**src/rtl/oam_dma_bus_unit.sv**
```systemverilog
// ============================================================================
// Module   : oam_dma_bus_unit
// Brief    : CPU-to-system-bus stage with NES sprite DMA ($4014 -> $2004).
// Revision : 1.0 - initial release
// ============================================================================
`default_nettype none

module oam_dma_bus_unit #(
  parameter logic [15:0] DMA_REG_ADDR  = 16'h4014,
  parameter logic [15:0] OAM_DATA_ADDR = 16'h2004
) (
  input  logic        clk,
  input  logic        reset,
  input  logic        ce,
  input  logic [15:0] cpu_addr,
  input  logic [7:0]  cpu_dout,
  input  logic        cpu_rd,
  input  logic        cpu_wr,
  input  logic [7:0]  bus_din,
  output logic [15:0] bus_addr,
  output logic [7:0]  bus_dout,
  output logic        bus_rd,
  output logic        bus_wr,
  output logic        cpu_pause,
  output logic        dma_done
);

  typedef enum logic [2:0] {
    ST_IDLE  = 3'd0,
    ST_DUMMY = 3'd1,
    ST_ALIGN = 3'd2,
    ST_READ  = 3'd3,
    ST_WRITE = 3'd4
  } state_t;

  state_t      r_state;
  logic        r_odd;
  logic [7:0]  r_idx;
  logic [7:0]  r_page;
  logic [7:0]  r_latch;
  logic        w_trigger;

  assign w_trigger = cpu_wr && (cpu_addr == DMA_REG_ADDR);

  always_ff @(posedge clk or posedge reset) begin
    if (reset) begin
      r_state <= ST_IDLE;
      r_odd   <= 1'b0;
      r_idx   <= 8'h00;
      r_page  <= 8'h00;
      r_latch <= 8'h00;
    end else if (ce) begin
      r_odd <= ~r_odd;
      case (r_state)
        ST_IDLE: begin
          if (w_trigger) begin
            r_page  <= cpu_dout;
            r_idx   <= 8'h00;
            r_state <= ST_DUMMY;
          end
        end
        // Reads must land on the even (get) phase, so an odd dummy cycle skips ALIGN.
        ST_DUMMY: r_state <= r_odd ? ST_READ : ST_ALIGN;
        ST_ALIGN: r_state <= ST_READ;
        ST_READ: begin
          r_latch <= bus_din;
          r_state <= ST_WRITE;
        end
        ST_WRITE: begin
          if (r_idx == 8'hFF) begin
            r_state <= ST_IDLE;
          end else begin
            r_idx   <= r_idx + 8'h01;
            r_state <= ST_READ;
          end
        end
        default: r_state <= ST_IDLE;
      endcase
    end
  end

  always_comb begin
    bus_addr = cpu_addr;
    bus_dout = cpu_dout;
    bus_rd   = 1'b0;
    bus_wr   = 1'b0;
    case (r_state)
      ST_IDLE: begin
        bus_rd = cpu_rd;
        bus_wr = cpu_wr;
      end
      ST_READ: begin
        bus_addr = {r_page, r_idx};
        bus_rd   = 1'b1;
      end
      ST_WRITE: begin
        bus_addr = OAM_DATA_ADDR;
        bus_dout = r_latch;
        bus_wr   = 1'b1;
      end
      default: ;
    endcase
  end

  assign cpu_pause = (r_state != ST_IDLE);
  assign dma_done  = (r_state == ST_WRITE) && (r_idx == 8'hFF);

endmodule

`default_nettype wire

```
**config.mk**
```make
export PLATFORM = sky130hd
export DESIGN_NAME = oam_dma_bus_unit
export DESIGN_NICKNAME = d
export VERILOG_FILES = /design/src/rtl/oam_dma_bus_unit.sv
export SDC_FILE = /design/constraint.sdc
export NUM_CORES = 1
export LEC_CHECK = 0
export BUFFER_PORTS_ARGS = -buffer_cell sky130_fd_sc_hd__buf_2
export CORE_ASPECT_RATIO = 0.9
export CORE_UTILIZATION = 50
export CTS_BUF_LIST = sky130_fd_sc_hd__clkbuf_4 sky130_fd_sc_hd__clkbuf_8
export CTS_CLUSTER_DIAMETER = 120
export DETAILED_ROUTE_END_ITERATION = 7
export GPL_ROUTABILITY_DRIVEN = 0
export PLACE_DENSITY = 0.93
export RECOVER_POWER = 100
export SLEW_MARGIN = 5
export SYNTH_ARGS = -nofsm -noshare
export SYNTH_HDL_FRONTEND = slang
export SYNTH_SLANG_ARGS = --single-unit
```
**constraint.sdc**
```tcl
create_clock -name clk -period 2.05 [get_ports clk]
set_input_delay 0.1025 -clock clk [delete_from_list [all_inputs] [get_ports clk]]
set_output_delay 0.1025 -clock clk [all_outputs]
set_load 0.03 [all_outputs]
```
* Word-level counts from Yosys, hierarchy flattened
Cells that the tools add are included.
Word-level totals: bits in registers 28, bits of input ports 37, logic and storage cells 35
Operators by class: add/sub/neg operators 1, equal/unequal tests 8, muxes and demuxes 11, bitwise operators 1, reductions and logical operators 9
Operators by type and width (count):
- 16-bit case mux with 2 select lines | 1
- 8-bit two-way mux | 3
- 16-bit by 15-bit == test with 1-bit output (second input constant) | 1
- 8-bit case mux with 2 select lines | 1
- 3-bit case mux with 5 select lines | 1
- 8-bit by 1-bit adder with 8-bit output (second input constant) | 1
- 8-bit == test (second input constant) | 1
- 3-bit by 2-bit == test with 1-bit output (second input constant) | 2
- 2-bit != test (second input constant) | 2
- 1-bit case mux with 2 select lines | 2
- 2-bit AND reduction | 2
- 4-bit AND reduction | 1
- 3-bit by 1-bit == test with 1-bit output (second input constant) | 1
- 3-bit == test (second input constant) | 1
- 3-bit logical NOT | 1
- 3-bit two-way mux | 1
- 3-bit AND reduction | 1
- 3-bit nonzero test | 1
- 1-bit logical AND | 2
- 2-bit two-way mux | 1
- 2-bit nonzero test | 1
- 1-bit two-way mux | 1
- 1-bit NOT | 1

* Logic depth before layout (Yosys ltp)
Gate-level depths: netlist of run 1.
depth after elaboration 4, gate-level depth with buffers 9, depth with buffers taken out 6

* Least setup slack after synthesis of run 1
No wires, ideal clock.
kind register to register, from register r_idx[0], to register r_idx[4], arrival time 1736 ps, setup slack 193 ps, stages on the path, launching flop included 10, period minus slack after synthesis 1857 ps, path through dfrtp_1 > ha_1 > and3_1 > buf_4 > a21oi_2 > and3_4 > buf_6 > or2_1 > buf_6 > a32o_1
On the way: longest elaborated chain between the ends 3
RTL lines:
- from (decl) | line 38 | logic [7:0] r_idx;
- from (signal assigned) | line 73 | r_idx <= r_idx + 8'h01;
- 8-bit by 1-bit adder with 8-bit output or 8-bit == test (tied branches) | line 73, 70
- 8-bit two-way mux or 2-bit != test (tied branches)
- 8-bit case mux with 2 select lines or 4-bit AND reduction (tied branches)
Several ways; a longest one is shown, not always the timed one. The select of a mux whose other input is x is not followed. A chain may end at the register's enable or synchronous reset.

* Worst setup path after layout of run 1
from register r_state[2], to output port bus_addr[9]
On the way: longest elaborated chain between the ends 2
RTL lines:
- from (decl) | line 36 | state_t r_state;
- from (signal assigned) | line 63 | ST_DUMMY: r_state <= r_odd ? ST_READ : ST_ALIGN;
- 3-bit == test or 3-bit by 2-bit == test with 1-bit output (tied branches) | line 87 | case (r_state)
- 16-bit case mux with 2 select lines * | line 87
- to (decl) | line 20 | output logic [15:0] bus_addr,
Mark *: on every way between the ends. The rest lies on a longest branch, timed or not.

==> insert_results.sql, run 1 <==
INSERT INTO impl_metrics (metric_group, metric, value, unit) VALUES
('global_route', 'grt_pass1_vias', '1590', ''),
('route', 'sum_of_routed_wire_length_over_all_layers', '4.84', 'mm'),
('synth', 'netlist_instances', '164', ''),
('route', 'first_iter_violations', '126', ''),
('route', 'wl_per_cell', '16.9', 'um'),
('route', 'detailroute.wirelength.met2', '2.38', 'mm'),
('synth', 'ys_seq_elements', '28', ''),
('clock_network', 'deepest_clock_path_buffer_count', '2', ''),
('place', 'dpl.hpwl', '3.26', 'mm'),
('critical_path', 'cpMaxStageDelayCell', 'sky130_fd_sc_hd__dfrtp_2', ''),
('power', 'power.share.switching', '47.2', '%'),
('critical_path', 'worstSetupStartpointType', 'flip-flop', ''),
('min_path', 'worst_hold_path_type', 'input port to flip-flop', ''),
('floorplan', 'boundaryPins', '65', ''),
('route', 'dr_total_vias', '1640', ''),
('clock_network', 'cts_tree', 'built', ''),
('cells_and_area', 'drive_above_1_share', '44.7', '%'),
('synth', 'synth.largest_area_cell', 'sky130_fd_sc_hd__dfrtp_1', ''),
('global_route', 'antenna_found_initial', '0', ''),
('route', 'route.layer.met1.wl', '1.98', 'mm'),
('min_path', 'min_delay_path_depth', '2', ''),
('power', 'power.leakage', '0.00116', 'uW'),
('route', 'routed-wl-met3', '325', 'um'),
('synth', 'synth_cell_type_count', '41', ''),
('timing', 'timing.final.crit_period', '2.05', 'ns'),
('synth', 'syn_area_per_cell', '9.95', 'um^2'),
('global_route', 'grt_pass1_wl', '7.51', 'mm'),
('critical_path', 'crit_path_cells', 'nor2b_1, and2_1, nor2_2, buf_4, a22o_1, clkbuf_4', ''),
('synth', 'synth-async-reset-ratio', '100', '%'),
('power', 'p_int', '1370', 'uW'),
('timing', 'finalSetupViolCount', '0', ''),
('run', 'drv_cap', '0', ''),
('synth', 'synthesis.yosys.warnings', '0', ''),
('run_status', 'violations_in_the_final_reports', 'hold timing', ''),
('route', 'highest-signal-layer', 'met4', ''),
('power', 'power_density', '1190', 'nW/um^2'),
('global_route', 'gr-usage-all-layers', '28.5', '%'),
('cells_and_area', 'final_nets', '283', ''),
('timing', 'hold_viol', '1', ''),
('power', 'share_of_power_burned_in_the_clock_network', '11.0', '%'),
('route', 'viasPerCell', '5.73', ''),
('timing', 'slew_viol_final', '0', ''),
('clock_network', 'clockRootBuffer', 'sky130_fd_sc_hd__clkbuf_4', ''),
('power', 'irDropWorstVdd', '0.777', 'mV'),
('timing', 'headroom_to_the_max_slew_limit', '53.3', '%'),
('power', 'p_sw', '1230', 'uW'),
('synth', 'sequential_cell_area_fraction_in_the_yosys_report', '42.9', '%'),
('floorplan', 'floorplan.rows', '19', ''),
('synth', 'syn_nets', '202', ''),
('critical_path', 'cp_max_fo', '8', ''),
('critical_path', 'critPathMaxStageDelay', '0.49', 'ns'),
('floorplan', 'fp.coreArea', '3090', 'um^2'),
('timing', 'fin_worst_hold_slack', '-0.00120', 'ns'),
('power', 'power.sequential.fraction', '32.7', '%'),
('timing', 'finalCritPeriodShare', '99.8', '%'),
('timing', 'max_freq', '489', 'MHz'),
('route', 'firstDrtPassIters', '4', ''),
('route', 'postRouteAntennaNets', '0', ''),
('route', 'drc', '0', ''),
('synth', 'synth_flop_cell', 'sky130_fd_sc_hd__dfrtp_1', ''),
('timing', 'final.setup_skew', '0.00275', 'ns'),
('synth', 'synthTopCellsByArea', 'sky130_fd_sc_hd__dfrtp_1 (43%), sky130_fd_sc_hd__mux2_2 (12%), sky130_fd_sc_hd__nand2_1 (7.8%)', ''),
('floorplan', 'initial_core_util', '52.8', '%'),
('synth', 'synth.cells.most_frequent', 'sky130_fd_sc_hd__nand2_1 (34), sky130_fd_sc_hd__dfrtp_1 (28), sky130_fd_sc_hd__mux2_2 (17)', ''),
('critical_path', 'worst_ep_required_time', '1.95', 'ns'),
('critical_path', 'rr_worst_depth', '6', ''),
('critical_path', 'reg2reg_slack', '0.05', 'ns'),
('synth', 'syn-cell-area', '1630', 'um^2'),
('run_status', 'outcome', 'finished with violations', ''),
('clock_network', 'cts.sinks', '28', ''),
('cells_and_area', 'areaGrowthSynthToFinish', '34.1', '%');
logic make-up (layout without fill, tap and decap cells):
group | Yosys count | count (layout) | synth area share (%)
AOI/OAI and AO/OA | 40 | 40 | 17.9
and+or+nand+nor | 60 | 60 | 20.0
buffers and inverters | 16 | 96 | 5.44
xor gates and xnor gates | 1 | 1 | 0.537
adders and majority gates | 1 | 1 | 0.767
muxes | 18 | 18 | 12.3
DFF | 28 | 28 | 42.9
per-stage QoR:
step / setup TNS (ns) / setup slack (ns) / area (um^2) / cells / utilization, %
3_5_place_dp: 0 / 0.113 / 2000 / 268 / 64.7
6_report: 0 / 0.00396 / 2190 / 286 / 70.8
3_3_place_gp: 0 / 0.199 / 2000 / 268 / 64.7
2_1_floorplan: 0 / 0.193 / 1630 / 164 / -
4_1_cts: 0 / 0.0241 / 2150 / 284 / 69.7
5_1_grt: -0.636 / -0.0673 / 2190 / 286 / 70.8
layer usage:
layer | vias up | GRT usage, %
met4 | 0 | 14.0
met1 | 781 | 34.0
met2 | 88 | 49.3
li1 | 758 | -
met3 | 13 | 5.74
met5 | - | 0
cell type report:
cell class	instances	area [um^2]
flip-flops and latches	28	703
multi-input cells	120	856
well taps	42	52.6
repair buffers	86	518
clock buffers	4	36.3
fillers	217	902
inverters	6	22.5
path summary, 6_finish.rpt:
kind	start	to
worst min-delay path	cpu_dout[3]	r_page[3]
worst min register to register	r_odd	r_odd
worst max-delay path	r_state[2]	bus_addr[9]
max in group asynchronous	reset	r_state[1]
worst max register to register	r_state[1]	r_page[7]
min in group asynchronous	reset	r_latch[2]
power groups by stage:
stage,combinational (uW),clock (uW),sequential (uW)
3_5_place_dp,1360,0,846
3_3_place_gp,1340,0,834
2_1_floorplan,1020,0,793
5_1_grt,1570,300,870
4_1_cts,1380,284,833
6_report,1470,285,850
worst max-delay path: cells and delay by family (launching register included):
family          cells  cell delay (ns)
compound gates      1             0.19
flops               1             0.49
buf+inv             2             0.34
simple gates        3             0.58
what timing repair did:
item,CTS,global route
setup endpoints to repair,0,30
gates resized for setup,0,9
setup buffers,0,2
hold buffers,12,0
endpoints found under the hold margin,39,0
state kept, by name, summed over array words and instances (netlist names):
name	flops
r_idx	8
r_page	8
r_state	3
r_odd	1
r_latch	8
layout by cell type, fill, tap and decap left out, types with 3 or more instances in the layout:
master	synthesis	layout
sky130_fd_sc_hd__clkbuf_4	0	4
sky130_fd_sc_hd__dlygate4sd3_1	0	12
sky130_fd_sc_hd__inv_1	6	6
sky130_fd_sc_hd__dfrtp_1	28	26
sky130_fd_sc_hd__nor2_1	5	4
sky130_fd_sc_hd__a21oi_1	6	6
sky130_fd_sc_hd__buf_2	1	62
sky130_fd_sc_hd__nand2_1	34	33
sky130_fd_sc_hd__buf_4	1	10
sky130_fd_sc_hd__mux2_2	17	17
sky130_fd_sc_hd__o21ai_0	6	6
sky130_fd_sc_hd__o21a_1	3	3
sky130_fd_sc_hd__a31oi_1	3	3
sky130_fd_sc_hd__a22o_1	14	14
Power figures use the tool's default switching activity.
==> run 2: changes to the inputs <==
--- a/config.mk
+++ b/config.mk
@@ -12,9 +12,10 @@
 export CTS_CLUSTER_DIAMETER = 120
 export DETAILED_ROUTE_END_ITERATION = 7
 export GPL_ROUTABILITY_DRIVEN = 0
-export PLACE_DENSITY = 0.93
+export PLACE_DENSITY = 0.92
 export RECOVER_POWER = 100
 export SLEW_MARGIN = 5
 export SYNTH_ARGS = -nofsm -noshare
 export SYNTH_HDL_FRONTEND = slang
 export SYNTH_SLANG_ARGS = --single-unit
+export TNS_END_PERCENT = 5
==> insert_results.sql, run 2 (synthesized netlist as in run 1, its figures left out) <==
INSERT INTO impl_metrics (metric_group, metric, value, unit) VALUES
('route', 'wl_per_cell', '16.0', 'um'),
('timing', 'finalCritPeriodShare', '97.0', '%'),
('critical_path', 'worst_ep_required_time', '1.95', 'ns'),
('clock_network', 'cts-htree-levels', '1', ''),
('cells_and_area', 'final_cells', '282', ''),
('cells_and_area', 'num_antenna_cells', '0', ''),
('run_status', 'outcome', 'complete, no violations', ''),
('route', 'postRouteAntennaNets', '0', ''),
('clock_network', 'post_cts.repair.setup_buffers', '0', ''),
('timing', 'fin_worst_hold_slack', '0.00261', 'ns'),
('critical_path', 'worstSetupStartpointType', 'flip-flop', ''),
('power', 'irDropWorstVdd', '0.784', 'mV'),
('critical_path', 'cp_max_fo', '7', ''),
('cells_and_area', 'drive_above_1_share', '43.8', '%'),
('timing', 'hold_viol', '0', ''),
('cells_and_area', 'final_nets', '279', ''),
('global_route', 'grt_max_degree', '29', ''),
('timing', 'headroom_to_the_max_slew_limit', '53.9', '%'),
('cells_and_area', 'area_used_by_multi_input_combinational_logic', '846', 'um^2'),
('cells_and_area', 'final_cell_area', '2150', 'um^2'),
('global_route', 'grt.overflow.total', '0', ''),
('cells_and_area', 'final_cell_mix', 'sky130_fd_sc_hd__buf_2 (44), sky130_fd_sc_hd__nand2_1 (34), sky130_fd_sc_hd__dfrtp_1 (26), sky130_fd_sc_hd__clkbuf_2 (19), sky130_fd_sc_hd__mux2_2 (17)', ''),
('critical_path', 'critPathArrivalTime', '1.89', 'ns'),
('floorplan', 'y_dimension_of_the_die', '56.2', 'um'),
('clock_network', 'clk_latency', '0.34', 'ns'),
('cells_and_area', 'layout_commonest_cell', 'sky130_fd_sc_hd__buf_2', ''),
('timing', 'timing.final.crit_period', '1.99', 'ns'),
('clock_network', 'cts_tree', 'built', ''),
('cells_and_area', 'areaGrowthSynthToFinish', '31.6', '%'),
('route', 'first_iter_violations', '127', ''),
('place', 'io_buf_count', '64', ''),
('min_path', 'worst_hold_path_type', 'input port to flip-flop', ''),
('clock_network', 'deepest_clock_path_buffer_count', '2', ''),
('timing', 'fin_tns_setup', '0', 'ns'),
('floorplan', 'fp.coreArea', '3090', 'um^2'),
('critical_path', 'rr_worst_depth', '5', ''),
('clock_network', 'cts-buffers-inserted', '3', ''),
('floorplan', 'initial_core_util', '52.8', '%'),
('critical_path', 'critical_path.endpoint_type', 'primary output', ''),
('route', 'viasPerCell', '5.63', ''),
('min_path', 'min_delay_path_depth', '2', ''),
('floorplan', 'floorplan.die.width', '62.2', 'um'),
('floorplan', 'boundaryPins', '65', ''),
('cells_and_area', 'fillers', '240', ''),
('power', 'power.leakage', '0.00113', 'uW'),
('power', 'power', '2640', 'uW'),
('run', 'drv_cap', '0', ''),
('clock_network', 'clkTransAtPathRegs', '0.16', 'ns'),
('route', 'drc', '0', ''),
('critical_path', 'crit_type', 'flip-flop to primary output', ''),
('clock_network', 'clockRootBuffer', 'sky130_fd_sc_hd__clkbuf_4', ''),
('clock_network', 'cts.sinks', '28', ''),
('cells_and_area', 'layout.area.seq', '703', 'um^2'),
('timing', 'final.setup_skew', '0.0128', 'ns'),
('timing', 'slew_viol_final', '0', ''),
('global_route', 'antenna_found_initial', '0', ''),
('power', 'power_density', '1230', 'nW/um^2'),
('timing', 'max_freq', '503', 'MHz'),
('floorplan', 'floorplan.rows', '19', ''),
('timing', 'grt_setup_unrepaired', 'false', ''),
('timing', 'tightestPinTransition', '0.691', 'ns'),
('place', 'cell_area_placed', '2010', 'um^2'),
('floorplan', 'floorplan_die_area', '3500', 'um^2'),
('global_route', 'gr-usage-all-layers', '27.5', '%'),
('place', 'post-place-cells', '270', ''),
('place', 'dpl.hpwl', '3.28', 'mm'),
('route', 'dr_total_vias', '1588', ''),
('route', 'sum_of_routed_wire_length_over_all_layers', '4.50', 'mm'),
('global_route', 'grt_pass1_wl', '7.38', 'mm'),
('route', 'firstDrtPassIters', '4', ''),
('cells_and_area', 'reg_top3', 'r_idx x8, r_latch x8, r_page x8', ''),
('timing', 'finalSetupViolCount', '0', ''),
('global_route', 'grt_pass1_vias', '1570', '');
run 2: cell types whose count changed in the layout (fill, tap and decap cells not counted), sizes merged:
cell / delta
buf: -19
dlygate4sd3: -4
clkbuf: +18
bufinv: +1
run 2: worst paths after layout:
check	from	to	slack, ns
setup / recovery	r_state[1]	bus_addr[6]	0.06
setup reg to reg	r_state[1]	r_page[5]	0.10
hold / removal	cpu_dout[0]	r_page[0]	0.003
min in group asynchronous	reset	r_page[0]	0.52
max in group asynchronous	reset	r_state[1]	1.05
hold reg to reg	r_odd	r_odd	0.49
run 2: layer usage:
metal	up-vias	track usage, %	wire length [um]
met2	85	46.5	2260
met4	0	8.64	82
met1	747	34.4	1790
met5	-	0	0
li1	744	-	-
met3	12	7.38	371
run 2: worst max-delay path: stages (launching register included):
cell,delay (ns)
sky130_fd_sc_hd__dfrtp_2,0.48
sky130_fd_sc_hd__nor2b_2,0.18
sky130_fd_sc_hd__and2_1,0.20
sky130_fd_sc_hd__nor2_1,0.15
sky130_fd_sc_hd__buf_4,0.18
sky130_fd_sc_hd__a22o_1,0.16
sky130_fd_sc_hd__buf_2,0.20
run 2: report_power, final:
part | switching [uW] | internal, uW | total (uW)
combinational | 905 | 532 | 1440
clock | 174 | 198 | 371
sequential | 127 | 704 | 832
total | 1210 | 1430 | 2640
run 2: final cells by class:
class                      instances  share of cell area [%]
timing repair buffer              82                    21.9
sequential                        28                    32.8
clock inverter                     1                    1.40
multi-input combinational        120                    39.4
inverter                           6                    1.05
clock buffer                       3                    1.05
tap                               42                    2.45
run 2: per-stage QoR:
| stage | util (%) | setup WS (ns) |
|---|---|---|
| final | 69.5 | 0.0615 |
| after global placement | 65.1 | 0.191 |
| after global routing | 69.5 | 0.00992 |
| after floorplan | - | 0.193 |
| after detailed placement | 65.1 | 0.111 |
| after CTS | 69.4 | 0.0365 |
run 2: timing repair:
item                                    CTS  global route
resized for setup                         0             7
hold buffers                              8             0
endpoints found under the hold margin    35             0
endpoints found under the setup margin    0            31
==> run 3: changes to the inputs <==
--- a/config.mk
+++ b/config.mk
@@ -12,7 +12,7 @@
 export CTS_CLUSTER_DIAMETER = 120
 export DETAILED_ROUTE_END_ITERATION = 7
 export GPL_ROUTABILITY_DRIVEN = 0
-export PLACE_DENSITY = 0.92
+export PLACE_DENSITY_LB_ADDON = 0.1
 export RECOVER_POWER = 100
 export SLEW_MARGIN = 5
 export SYNTH_ARGS = -nofsm -noshare
==> insert_results.sql, run 3 (synthesized netlist as in run 1, its figures left out) <==
INSERT INTO impl_metrics (metric_group, metric, value, unit) VALUES
('route', 'dr_total_vias', '1575', ''),
('place', 'io_buf_count', '64', ''),
('min_path', 'worstHoldStart', 'cpu_dout[6]', ''),
('timing', 'tightestPinTransition', '0.704', 'ns'),
('critical_path', 'critPathArrivalTime', '1.85', 'ns'),
('cells_and_area', 'fillers', '268', ''),
('timing', 'final.setup_skew', '0.00440', 'ns'),
('route', 'drc', '0', ''),
('route', 'wl_per_cell', '15.0', 'um'),
('clock_network', 'cts-htree-levels', '1', ''),
('clock_network', 'clk_latency', '0.33', 'ns'),
('floorplan', 'floorplan.rows', '19', ''),
('power', 'power_density', '1150', 'nW/um^2'),
('global_route', 'antenna_found_initial', '0', ''),
('run', 'drv_cap', '0', ''),
('timing', 'headroom_to_the_max_slew_limit', '53.1', '%'),
('critical_path', 'reg2reg_slack', '0.14', 'ns'),
('place', 'dp_slack', '0.158', 'ns'),
('clock_network', 'post_cts.repair.setup_buffers', '0', ''),
('floorplan', 'boundaryPins', '65', ''),
('clock_network', 'cts-buffers-inserted', '3', ''),
('floorplan', 'floorplan_die_area', '3500', 'um^2'),
('power', 'irDropWorstVdd', '0.943', 'mV'),
('global_route', 'gr-usage-all-layers', '25.8', '%'),
('timing', 'fin_ws', '0.102', 'ns'),
('route', 'firstDrtPassIters', '4', ''),
('clock_network', 'cts_tree', 'built', ''),
('clock_network', 'deepest_clock_path_buffer_count', '2', ''),
('critical_path', 'worstSetupStartpointType', 'flip-flop', ''),
('critical_path', 'crit_type', 'flip-flop to primary output', ''),
('clock_network', 'clockRootBuffer', 'sky130_fd_sc_hd__clkbuf_4', ''),
('clock_network', 'clkTransAtPathRegs', '0.14', 'ns'),
('cells_and_area', 'areaGrowthSynthToFinish', '31.1', '%'),
('place', 'cell_area_placed', '1980', 'um^2'),
('floorplan', 'y_dimension_of_the_die', '56.2', 'um'),
('floorplan', 'initial_core_util', '52.8', '%'),
('critical_path', 'r2r-start', 'r_state[0]', ''),
('floorplan', 'fp.coreArea', '3090', 'um^2'),
('critical_path', 'rr_worst_depth', '5', ''),
('global_route', 'grt_pass1_wl', '7.03', 'mm'),
('critical_path', 'worst_r2r_dst', 'r_page[3]', ''),
('timing', 'grt_setup_unrepaired', 'true', ''),
('cells_and_area', 'final_cell_mix', 'sky130_fd_sc_hd__buf_2 (63), sky130_fd_sc_hd__nand2_1 (33), sky130_fd_sc_hd__dfrtp_1 (26), sky130_fd_sc_hd__mux2_2 (17), sky130_fd_sc_hd__a22o_1 (14)', ''),
('timing', 'fin_tns_setup', '0', 'ns'),
('cells_and_area', 'num_antenna_cells', '0', ''),
('route', 'postRouteAntennaNets', '0', ''),
('timing', 'timing.final.crit_period', '1.95', 'ns'),
('critical_path', 'cp_max_fo', '8', ''),
('run_status', 'outcome', 'complete, no violations', ''),
('route', 'first_iter_violations', '125', ''),
('route', 'sum_of_routed_wire_length_over_all_layers', '4.23', 'mm'),
('place', 'dpl.hpwl', '3.12', 'mm'),
('route', 'highest-signal-layer', 'met4', ''),
('timing', 'max_freq', '513', 'MHz'),
('critical_path', 'critical_path.endpoint_type', 'primary output', ''),
('route', 'routed-wl-met3', '260', 'um'),
('cells_and_area', 'drive_above_1_share', '42.3', '%'),
('critical_path', 'worst_ep_required_time', '1.95', 'ns'),
('cells_and_area', 'reg_top3', 'r_idx x8, r_latch x8, r_page x8', ''),
('timing', 'finalSetupViolCount', '0', ''),
('cells_and_area', 'final_nets', '279', ''),
('global_route', 'grt_pass1_vias', '1533', ''),
('global_route', 'grt_max_degree', '29', ''),
('power', 'power.leakage', '0.00114', 'uW'),
('timing', 'hold_viol', '0', ''),
('cells_and_area', 'layout_commonest_cell', 'sky130_fd_sc_hd__buf_2', ''),
('clock_network', 'cts.sinks', '28', ''),
('floorplan', 'floorplan.die.width', '62.2', 'um'),
('route', 'detailroute.wirelength.met2', '2.04', 'mm'),
('global_route', 'grt.overflow.total', '0', ''),
('min_path', 'worst_hold_path_type', 'input port to flip-flop', ''),
('min_path', 'timing.hold.worst_endpoint', 'r_page[6]', ''),
('timing', 'finalCritPeriodShare', '95.0', '%'),
('cells_and_area', 'finish.utilization', '69.2', '%'),
('route', 'route.layer.met1.wl', '1.91', 'mm'),
('cells_and_area', 'final_cell_area', '2140', 'um^2'),
('route', 'viasPerCell', '5.60', ''),
('timing', 'slew_viol_final', '0', ''),
('min_path', 'min_delay_path_depth', '2', '');
## run 3: cell count changes in the layout (fill, tap and decap cells not counted), moves of 2 or more
cell	before	now
sky130_fd_sc_hd__clkbuf_2	19	1
sky130_fd_sc_hd__dlygate4sd3_1	8	12
sky130_fd_sc_hd__clkbuf_1	2	0
sky130_fd_sc_hd__buf_4	9	6
sky130_fd_sc_hd__buf_2	44	63
sky130_fd_sc_hd__nor3_2	2	0
## run 3: cell type report
| class | count | area (um^2) | area share (%) |
|---|---|---|---|
| clock buffer | 3 | 22.5 | 1.05 |
| inverter | 6 | 22.5 | 1.05 |
| multi-input combinational | 120 | 852 | 39.8 |
| sequential | 28 | 703 | 32.9 |
| tap | 42 | 52.6 | 2.46 |
| timing repair buffer | 82 | 485 | 22.7 |
## run 3: worst max-delay path by stage
stage	slack (ns)	endpoint	start
2_1_floorplan	0.19	r_idx[4]	r_idx[0]
3_3_place_gp	0.20	r_idx[4]	r_idx[0]
3_5_place_dp	0.16	r_idx[4]	r_idx[0]
4_1_cts	0.05	bus_addr[4]	r_state[2]
5_1_grt	-0.02	bus_addr[15]	r_state[2]
6_report	0.10	bus_addr[4]	r_state[2]
## run 3: metrics by stage
step,hold WS (ns),total power [uW],std cells
6_report,0.0154,2460,281
5_1_grt,0.00116,2600,281
4_1_cts,0.00367,2430,278
3_5_place_dp,0.194,2180,266
3_3_place_gp,0.178,2150,266
2_1_floorplan,0.168,1810,164
## run 3: power breakdown
| group | total, uW | internal [uW] | leakage (uW) | switching, uW |
|---|---|---|---|---|
| combinational | 1380 | 518 | 0.000762 | 867 |
| clock | 226 | 69.2 | 0.0000138 | 156 |
| sequential | 846 | 704 | 0.000362 | 142 |
| total | 2460 | 1290 | 0.00114 | 1160 |
## run 3: critical path, cell delays in order (launching register included)
cell and delay, ns:
sky130_fd_sc_hd__dfrtp_2 0.49, sky130_fd_sc_hd__inv_1 0.13, sky130_fd_sc_hd__nor3_1 0.26, sky130_fd_sc_hd__nor2_1 0.09
sky130_fd_sc_hd__buf_4 0.17, sky130_fd_sc_hd__a22o_1 0.19, sky130_fd_sc_hd__buf_2 0.18
## run 3: layer usage
metal,global-route usage [%],vias to the layer above
li1,-,741
met5,0,-
met3,4.51,4
met4,4.32,0
met1,35.1,759
met2,43.6,71
## run 3: repair_timing
action | in CTS | in global routing
hold endpoints to repair | 36 | 3
endpoints found under the setup margin | 2 | 26
gates resized for setup | 1 | 6
hold buffers | 9 | 3
